$ cat src/rtl/cic_dec_ctrl.sv
// CIC decimator controller: sequences integrator clear/warm-up, generates the
// decimation strobe, captures the datapath output and buffers it in a small FIFO.
module cic_dec_ctrl #(
    parameter int DW         = 16,
    parameter int N_STAGES   = 3,
    parameter int FIFO_DEPTH = 4
) (
    input  logic          cic_clk,
    input  logic          cic_rstn,
    input  logic          cfg_start,
    input  logic          cfg_stop,
    input  logic [5:0]    cfg_dec_r,
    output logic          int_clr,
    output logic          int_en,
    output logic          comb_stb,
    output logic [4:0]    samp_cnt,
    input  logic [DW-1:0] dp_dout,
    output logic [DW-1:0] out_data,
    output logic          out_valid,
    input  logic          out_ready,
    output logic          busy,
    output logic          ovf,
    input  logic          ovf_clr
);

    localparam int AW = (FIFO_DEPTH > 1) ? $clog2(FIFO_DEPTH) : 1;
    localparam int WW = (N_STAGES > 1) ? $clog2(N_STAGES + 1) : 1;

    typedef enum logic [1:0] {
        IDLE  = 2'd0,
        CLEAR = 2'd1,
        WARM  = 2'd2,
        RUN   = 2'd3
    } state_t;

    state_t          state;
    state_t          state_nxt;

    // r_max holds the clamped ratio minus one, i.e. the last phase of a period
    logic [4:0]      r_max;
    logic            clr_cnt;
    logic [WW-1:0]   warm_cnt;
    logic            cap_pend;

    logic [DW-1:0]   mem [FIFO_DEPTH];
    logic [AW-1:0]   wr_ptr;
    logic [AW-1:0]   rd_ptr;
    logic [AW:0]     count;

    logic            start_ok;
    logic            stop_ok;
    logic            push;
    logic            pop;
    logic            full;
    logic            wr_en;
    logic            drop;

    // Clamp the requested ratio into 2..32 and return the last phase index.
    function automatic logic [4:0] clamp_max(input logic [5:0] r);
        logic [5:0] t;
        if (r < 6'd2) begin
            t = 6'd1;
        end else if (r > 6'd32) begin
            t = 6'd31;
        end else begin
            t = r - 6'd1;
        end
        return t[4:0];
    endfunction

    assign start_ok = (state == IDLE) && cfg_start && !cfg_stop;
    assign stop_ok  = (state != IDLE) && cfg_stop;

    assign int_clr  = (state == CLEAR);
    assign int_en   = (state == WARM) || (state == RUN);
    assign comb_stb = int_en && (samp_cnt == r_max);

    // FSM state register.
    always_ff @(posedge cic_clk or negedge cic_rstn) begin
        if (!cic_rstn) begin
            state <= IDLE;
        end else begin
            state <= state_nxt;
        end
    end

    // Next-state logic; stop overrides every other transition.
    always_comb begin
        state_nxt = state;
        if (stop_ok) begin
            state_nxt = IDLE;
        end else begin
            case (state)
                IDLE: begin
                    if (start_ok) begin
                        state_nxt = CLEAR;
                    end
                end
                CLEAR: begin
                    if (clr_cnt) begin
                        state_nxt = WARM;
                    end
                end
                WARM: begin
                    if (comb_stb && (warm_cnt == WW'(N_STAGES - 1))) begin
                        state_nxt = RUN;
                    end
                end
                RUN: begin
                    state_nxt = RUN;
                end
                default: begin
                    state_nxt = IDLE;
                end
            endcase
        end
    end

    // Latch the clamped decimation ratio only on an accepted start.
    always_ff @(posedge cic_clk or negedge cic_rstn) begin
        if (!cic_rstn) begin
            r_max <= 5'd1;
        end else if (start_ok) begin
            r_max <= clamp_max(cfg_dec_r);
        end
    end

    // Decimation phase counter, free-running only while integrators are enabled.
    always_ff @(posedge cic_clk or negedge cic_rstn) begin
        if (!cic_rstn) begin
            samp_cnt <= 5'd0;
        end else if (stop_ok || !int_en || comb_stb) begin
            samp_cnt <= 5'd0;
        end else begin
            samp_cnt <= samp_cnt + 5'd1;
        end
    end

    // Two-cycle timer for the integrator clear phase.
    always_ff @(posedge cic_clk or negedge cic_rstn) begin
        if (!cic_rstn) begin
            clr_cnt <= 1'b0;
        end else if ((state == CLEAR) && !cfg_stop) begin
            clr_cnt <= ~clr_cnt;
        end else begin
            clr_cnt <= 1'b0;
        end
    end

    // Count strobes discarded while the comb pipeline fills.
    always_ff @(posedge cic_clk or negedge cic_rstn) begin
        if (!cic_rstn) begin
            warm_cnt <= '0;
        end else if (state != WARM) begin
            warm_cnt <= '0;
        end else if (comb_stb && !cfg_stop) begin
            warm_cnt <= warm_cnt + 1'b1;
        end
    end

    // Schedule a capture one cycle after each RUN strobe; stop cancels it.
    always_ff @(posedge cic_clk or negedge cic_rstn) begin
        if (!cic_rstn) begin
            cap_pend <= 1'b0;
        end else begin
            cap_pend <= (state == RUN) && comb_stb && !cfg_stop;
        end
    end

    assign push  = cap_pend;
    assign pop   = out_valid && out_ready;
    assign full  = (count == (AW + 1)'(FIFO_DEPTH));
    assign wr_en = push && (!full || pop);
    assign drop  = push && full && !pop;

    // FIFO storage; contents are qualified by count so no reset is needed.
    always_ff @(posedge cic_clk) begin
        if (wr_en) begin
            mem[wr_ptr] <= dp_dout;
        end
    end

    // FIFO pointers and occupancy.
    always_ff @(posedge cic_clk or negedge cic_rstn) begin
        if (!cic_rstn) begin
            wr_ptr <= '0;
            rd_ptr <= '0;
            count  <= '0;
        end else begin
            if (wr_en) begin
                wr_ptr <= wr_ptr + 1'b1;
            end
            if (pop) begin
                rd_ptr <= rd_ptr + 1'b1;
            end
            case ({wr_en, pop})
                2'b10:   count <= count + 1'b1;
                2'b01:   count <= count - 1'b1;
                default: count <= count;
            endcase
        end
    end

    // Sticky overflow flag; a drop wins over a simultaneous clear.
    always_ff @(posedge cic_clk or negedge cic_rstn) begin
        if (!cic_rstn) begin
            ovf <= 1'b0;
        end else if (drop) begin
            ovf <= 1'b1;
        end else if (ovf_clr) begin
            ovf <= 1'b0;
        end
    end

    assign out_valid = (count != '0);
    assign out_data  = out_valid ? mem[rd_ptr] : '0;
    assign busy      = (state != IDLE) || (count != '0);

endmodule

$ cat config.mk
export PLATFORM = sky130hd
export DESIGN_NAME = cic_dec_ctrl
export DESIGN_NICKNAME = d
export VERILOG_FILES = /design/src/rtl/cic_dec_ctrl.sv
export SDC_FILE = /design/constraint.sdc
export NUM_CORES = 1
export LEC_CHECK = 0
export CAP_MARGIN = 20
export CORE_ASPECT_RATIO = 1.1
export CORE_UTILIZATION = 36
export CTS_CLUSTER_DIAMETER = 60
export DETAILED_ROUTE_END_ITERATION = 16
export GPL_ROUTABILITY_DRIVEN = 0
export PLACE_DENSITY = 0.57
export SETUP_SLACK_MARGIN = 0.3
export SYNTH_ARGS = -nofsm -noshare
export SYNTH_HDL_FRONTEND = slang
export SYNTH_SLANG_ARGS = --single-unit
$ cat constraint.sdc
create_clock -name cic_clk -period 2.15 [get_ports cic_clk]
set_input_delay 0.5375 -clock cic_clk [delete_from_list [all_inputs] [get_ports cic_clk]]
set_output_delay 0.5375 -clock cic_clk [all_outputs]
set_load 0.02 [all_outputs]
==> flow_summary.ini, run 1 <==
[yosys]
synthArstFlopShare_pct = 27.3
netlist_area_um2 = 3810
seq_area_frac_synth_pct = 66.3
synthCells = 236
ys.flop_type = edfxtp_1
synth_edf_count = 64
ys_ff_latch = 88
synth_cell_type_count = 41
avgSynthCellArea_um2 = 16.1
yosysWarnings = 0
synth_fp_nets = 273

[clock_tree]
ctsRootBufferMaster = clkbuf_16
cts_buffers = 9
cts_tree = built
cts.sinks = 88
h-tree-depth = 3
clk_latency_ps = 330
clockBufferDepth = 2
clk_pin_slew_worst_paths_ps = 60
hold_buffers = 0

[cells_and_area]
drive_above_1_share_pct = 35.8
seqCellArea_um2 = 2530
nFillCells = 905
multi_input_area_um2 = 1250
synthToLayoutAreaGrowth_pct = 39.8
num-nets-final = 368
final_cell_area_um2 = 5320
insertedDiodeCount = 0

[routing]
wire_per_inst_um = 14.4
routed_wl_um = 6890
avgViaCountPerCell = 4.53
drc = 0
firstDrtPassIters = 3
antenna_left = 0
vias = 2167
dr.first_iter.drc_count = 74

[worst_hold_path]
hold_start = clr_cnt
min_to = clr_cnt
holdPathStages = 1
hp-class = reg -> reg

[die]
die_h_um = 110
coreArea_um2 = 10300
die_area_um2 = 11000
die_w_um = 100
initial_core_util_pct = 36.8
rows = 39
ios = 55

[global_routing]
grt.total_usage_pct = 14.0
antenna_found_initial = 0
grt_overflow = 0
grt_max_degree = 25
grt_pass1_vias = 2242
grt_pass1_wl_um = 11200

[sta]
finalCriticalPeriod_ps = 2260
finalCritPeriodShare_pct = 105
hold_viol = 0
grt_setup_unrepaired = yes
fmax_mhz = 442
final.setup.worst_slack_ps = -114
max_slew.worst_pin.slew_ps = 373
drv_slew = 0
relSlewSlack_pct = 75.1
fin_worst_skew_ps = 7.80
fin_setup_tns_ps = -1590
finalSetupViolCount = 17

[pwr]
p_leak_uw = 0.00210
powerDensity_nw_per_um2 = 1130
ir_drop_mv = 0.498

[worst_setup_path]
worstSetupEndpointType = primary output
crit_type = reg -> out
ff2ff_path_depth = 10
r2r-start = count[0]
worstReg2RegEnd = count[2]
path_max_fanout = 5
cp.required_ps = 1610
r2r_slack_ps = 90
start_kind = flip-flop
cp.arrival_ps = 1730

[place]
portBuffers = 54
placed_area_um2 = 4810
dpl.hpwl_um = 4590

[job]
cap_viol_max_count = 0

[status]
violations = negative setup slack
outcome = finished with violations
## worst max path at each step
stage	start	endpoint	slack, ps	cells past startpoint
floorplan	out_ready	count[2]	140	10
global placement	out_ready	count[2]	-230	10
detailed placement	out_ready	count[2]	-280	10
CTS	rd_ptr[0]	out_data[8]	-150	5
global route	rd_ptr[0]	out_data[10]	-180	5
finish	rd_ptr[0]	out_data[8]	-110	5
## layer usage
metal | track usage (%) | share of wire, %
met5 | 0 | 0
met4 | 4.35 | 1.1
met3 | 4.07 | 4.3
met2 | 24.1 | 50
met1 | 17.0 | 44
## stage by stage
| step | hold slack, ps | utilization, % | power, uW | setup slack (ps) | cells |
|---|---|---|---|---|---|
| 2_1_floorplan | 242 | - | 3170 | 137 | 236 |
| 3_3_place_gp | 443 | 46.5 | 3930 | -228 | 454 |
| 3_5_place_dp | 449 | 46.5 | 3950 | -279 | 454 |
| 4_1_cts | 456 | 51.2 | 6100 | -145 | 476 |
| 5_1_grt | 487 | 51.5 | 6310 | -177 | 478 |
| 6_report | 460 | 51.5 | 6020 | -114 | 478 |
## kinds of logic (layout without fill, tap and decap cells)
| group | Yosys count | in the layout | share of synthesized area, % |
|---|---|---|---|
| AO/OA/AOI/OAI | 22 | 22 | 3.68 |
| multiplexers | 21 | 21 | 11.6 |
| buffers and inverters | 22 | 121 | 2.89 |
| adder cells (fa/ha/maj) | 9 | 9 | 3.15 |
| flip-flops | 88 | 88 | 66.3 |
| XOR/XNOR | 14 | 14 | 3.22 |
| AND/OR/NAND/NOR | 60 | 60 | 9.17 |
## area by class of cell
class | count | share of cell area [%]
Sequential cell | 88 | 47.5
Multi-Input combinational cell | 126 | 23.5
Timing Repair Buffer | 92 | 18.9
Clock buffer | 9 | 4.23
Tap cell | 143 | 3.36
Clock inverter | 6 | 1.60
Inverter | 14 | 0.987
## flip-flops by register name, indices dropped and copies added (netlist names)
| signal | cells |
|---|---|
| wr_ptr | 2 |
| state | 2 |
| rd_ptr | 2 |
| clr_cnt | 1 |
| count | 3 |
| ovf | 1 |
| samp_cnt | 5 |
| warm_cnt | 2 |
| r_max | 5 |
| cap_pend | 1 |
| mem | 64 |
## worst max-delay path, cell delays in order (launching register included)
cell,delay [ps]
dfrtp_2,400
buf_6,110
buf_8,120
mux4_2,490
and2_4,150
buf_6,120
## layout by cell type, fill, tap and decap left out, types with 5 or more instances in the layout
master / netlist / routed
nand2_1: 8 / 8
clkdlybuf4s50_1: 0 / 26
ha_1: 8 / 7
buf_12: 1 / 7
nor2_1: 9 / 9
mux4_2: 8 / 16
and2_1: 21 / 5
inv_1: 14 / 13
o21ai_0: 7 / 7
edfxtp_1: 64 / 64
xnor2_1: 8 / 6
buf_6: 1 / 23
dlygate4sd2_1: 0 / 6
xor2_1: 6 / 6
dfrtp_1: 23 / 21
and2_4: 1 / 17
buf_4: 0 / 23
clkbuf_16: 0 / 9
## report_power, final
group | internal, uW | switching, uW | total (uW)
clock | 1010 | 604 | 1610
sequential | 1910 | 66.5 | 1970
combinational | 1480 | 960 | 2440
total | 4390 | 1630 | 6020
## Yosys cell counts (2+ instances only)
cell      number  area share (%)
nor3_1         2            0.26
and2_1        21             3.5
xor2_1         6             1.4
mux2i_1        4             1.1
mux4_2         8             4.7
ha_1           8             2.6
o21ai_0        7            0.92
nand2b_1       3            0.49
nand3_1        2            0.26
edfxtp_1      64              50
inv_1         14             1.4
clkbuf_1       3            0.30
nand2_1        8            0.79
xnor2_1        8             1.8
a21oi_1        4            0.53
nor2_1         9            0.89
nor2b_1        4            0.66
nor3b_1        4            0.79
mux4_1         8             5.5
a21o_1         4            0.79
dfrtp_1       23              15
buf_2          3            0.39
## repair_timing
| action | 4_1_cts | 5_1_grt |
|---|---|---|
| endpoints found under the setup margin | 28 | 23 |
| resized for setup | 159 | 4 |
| setup buffers | 5 | 2 |
| cloned | 2 | 0 |
| pin swaps | 20 | 2 |
Power figures use the tool's default switching activity.
==> inputs of run 2 (changes only) <==
- HOLD_SLACK_MARGIN: not set -> 0.15
==> results of run 2 <==
Final layout, timing and power as in run 1 (identical DEF).
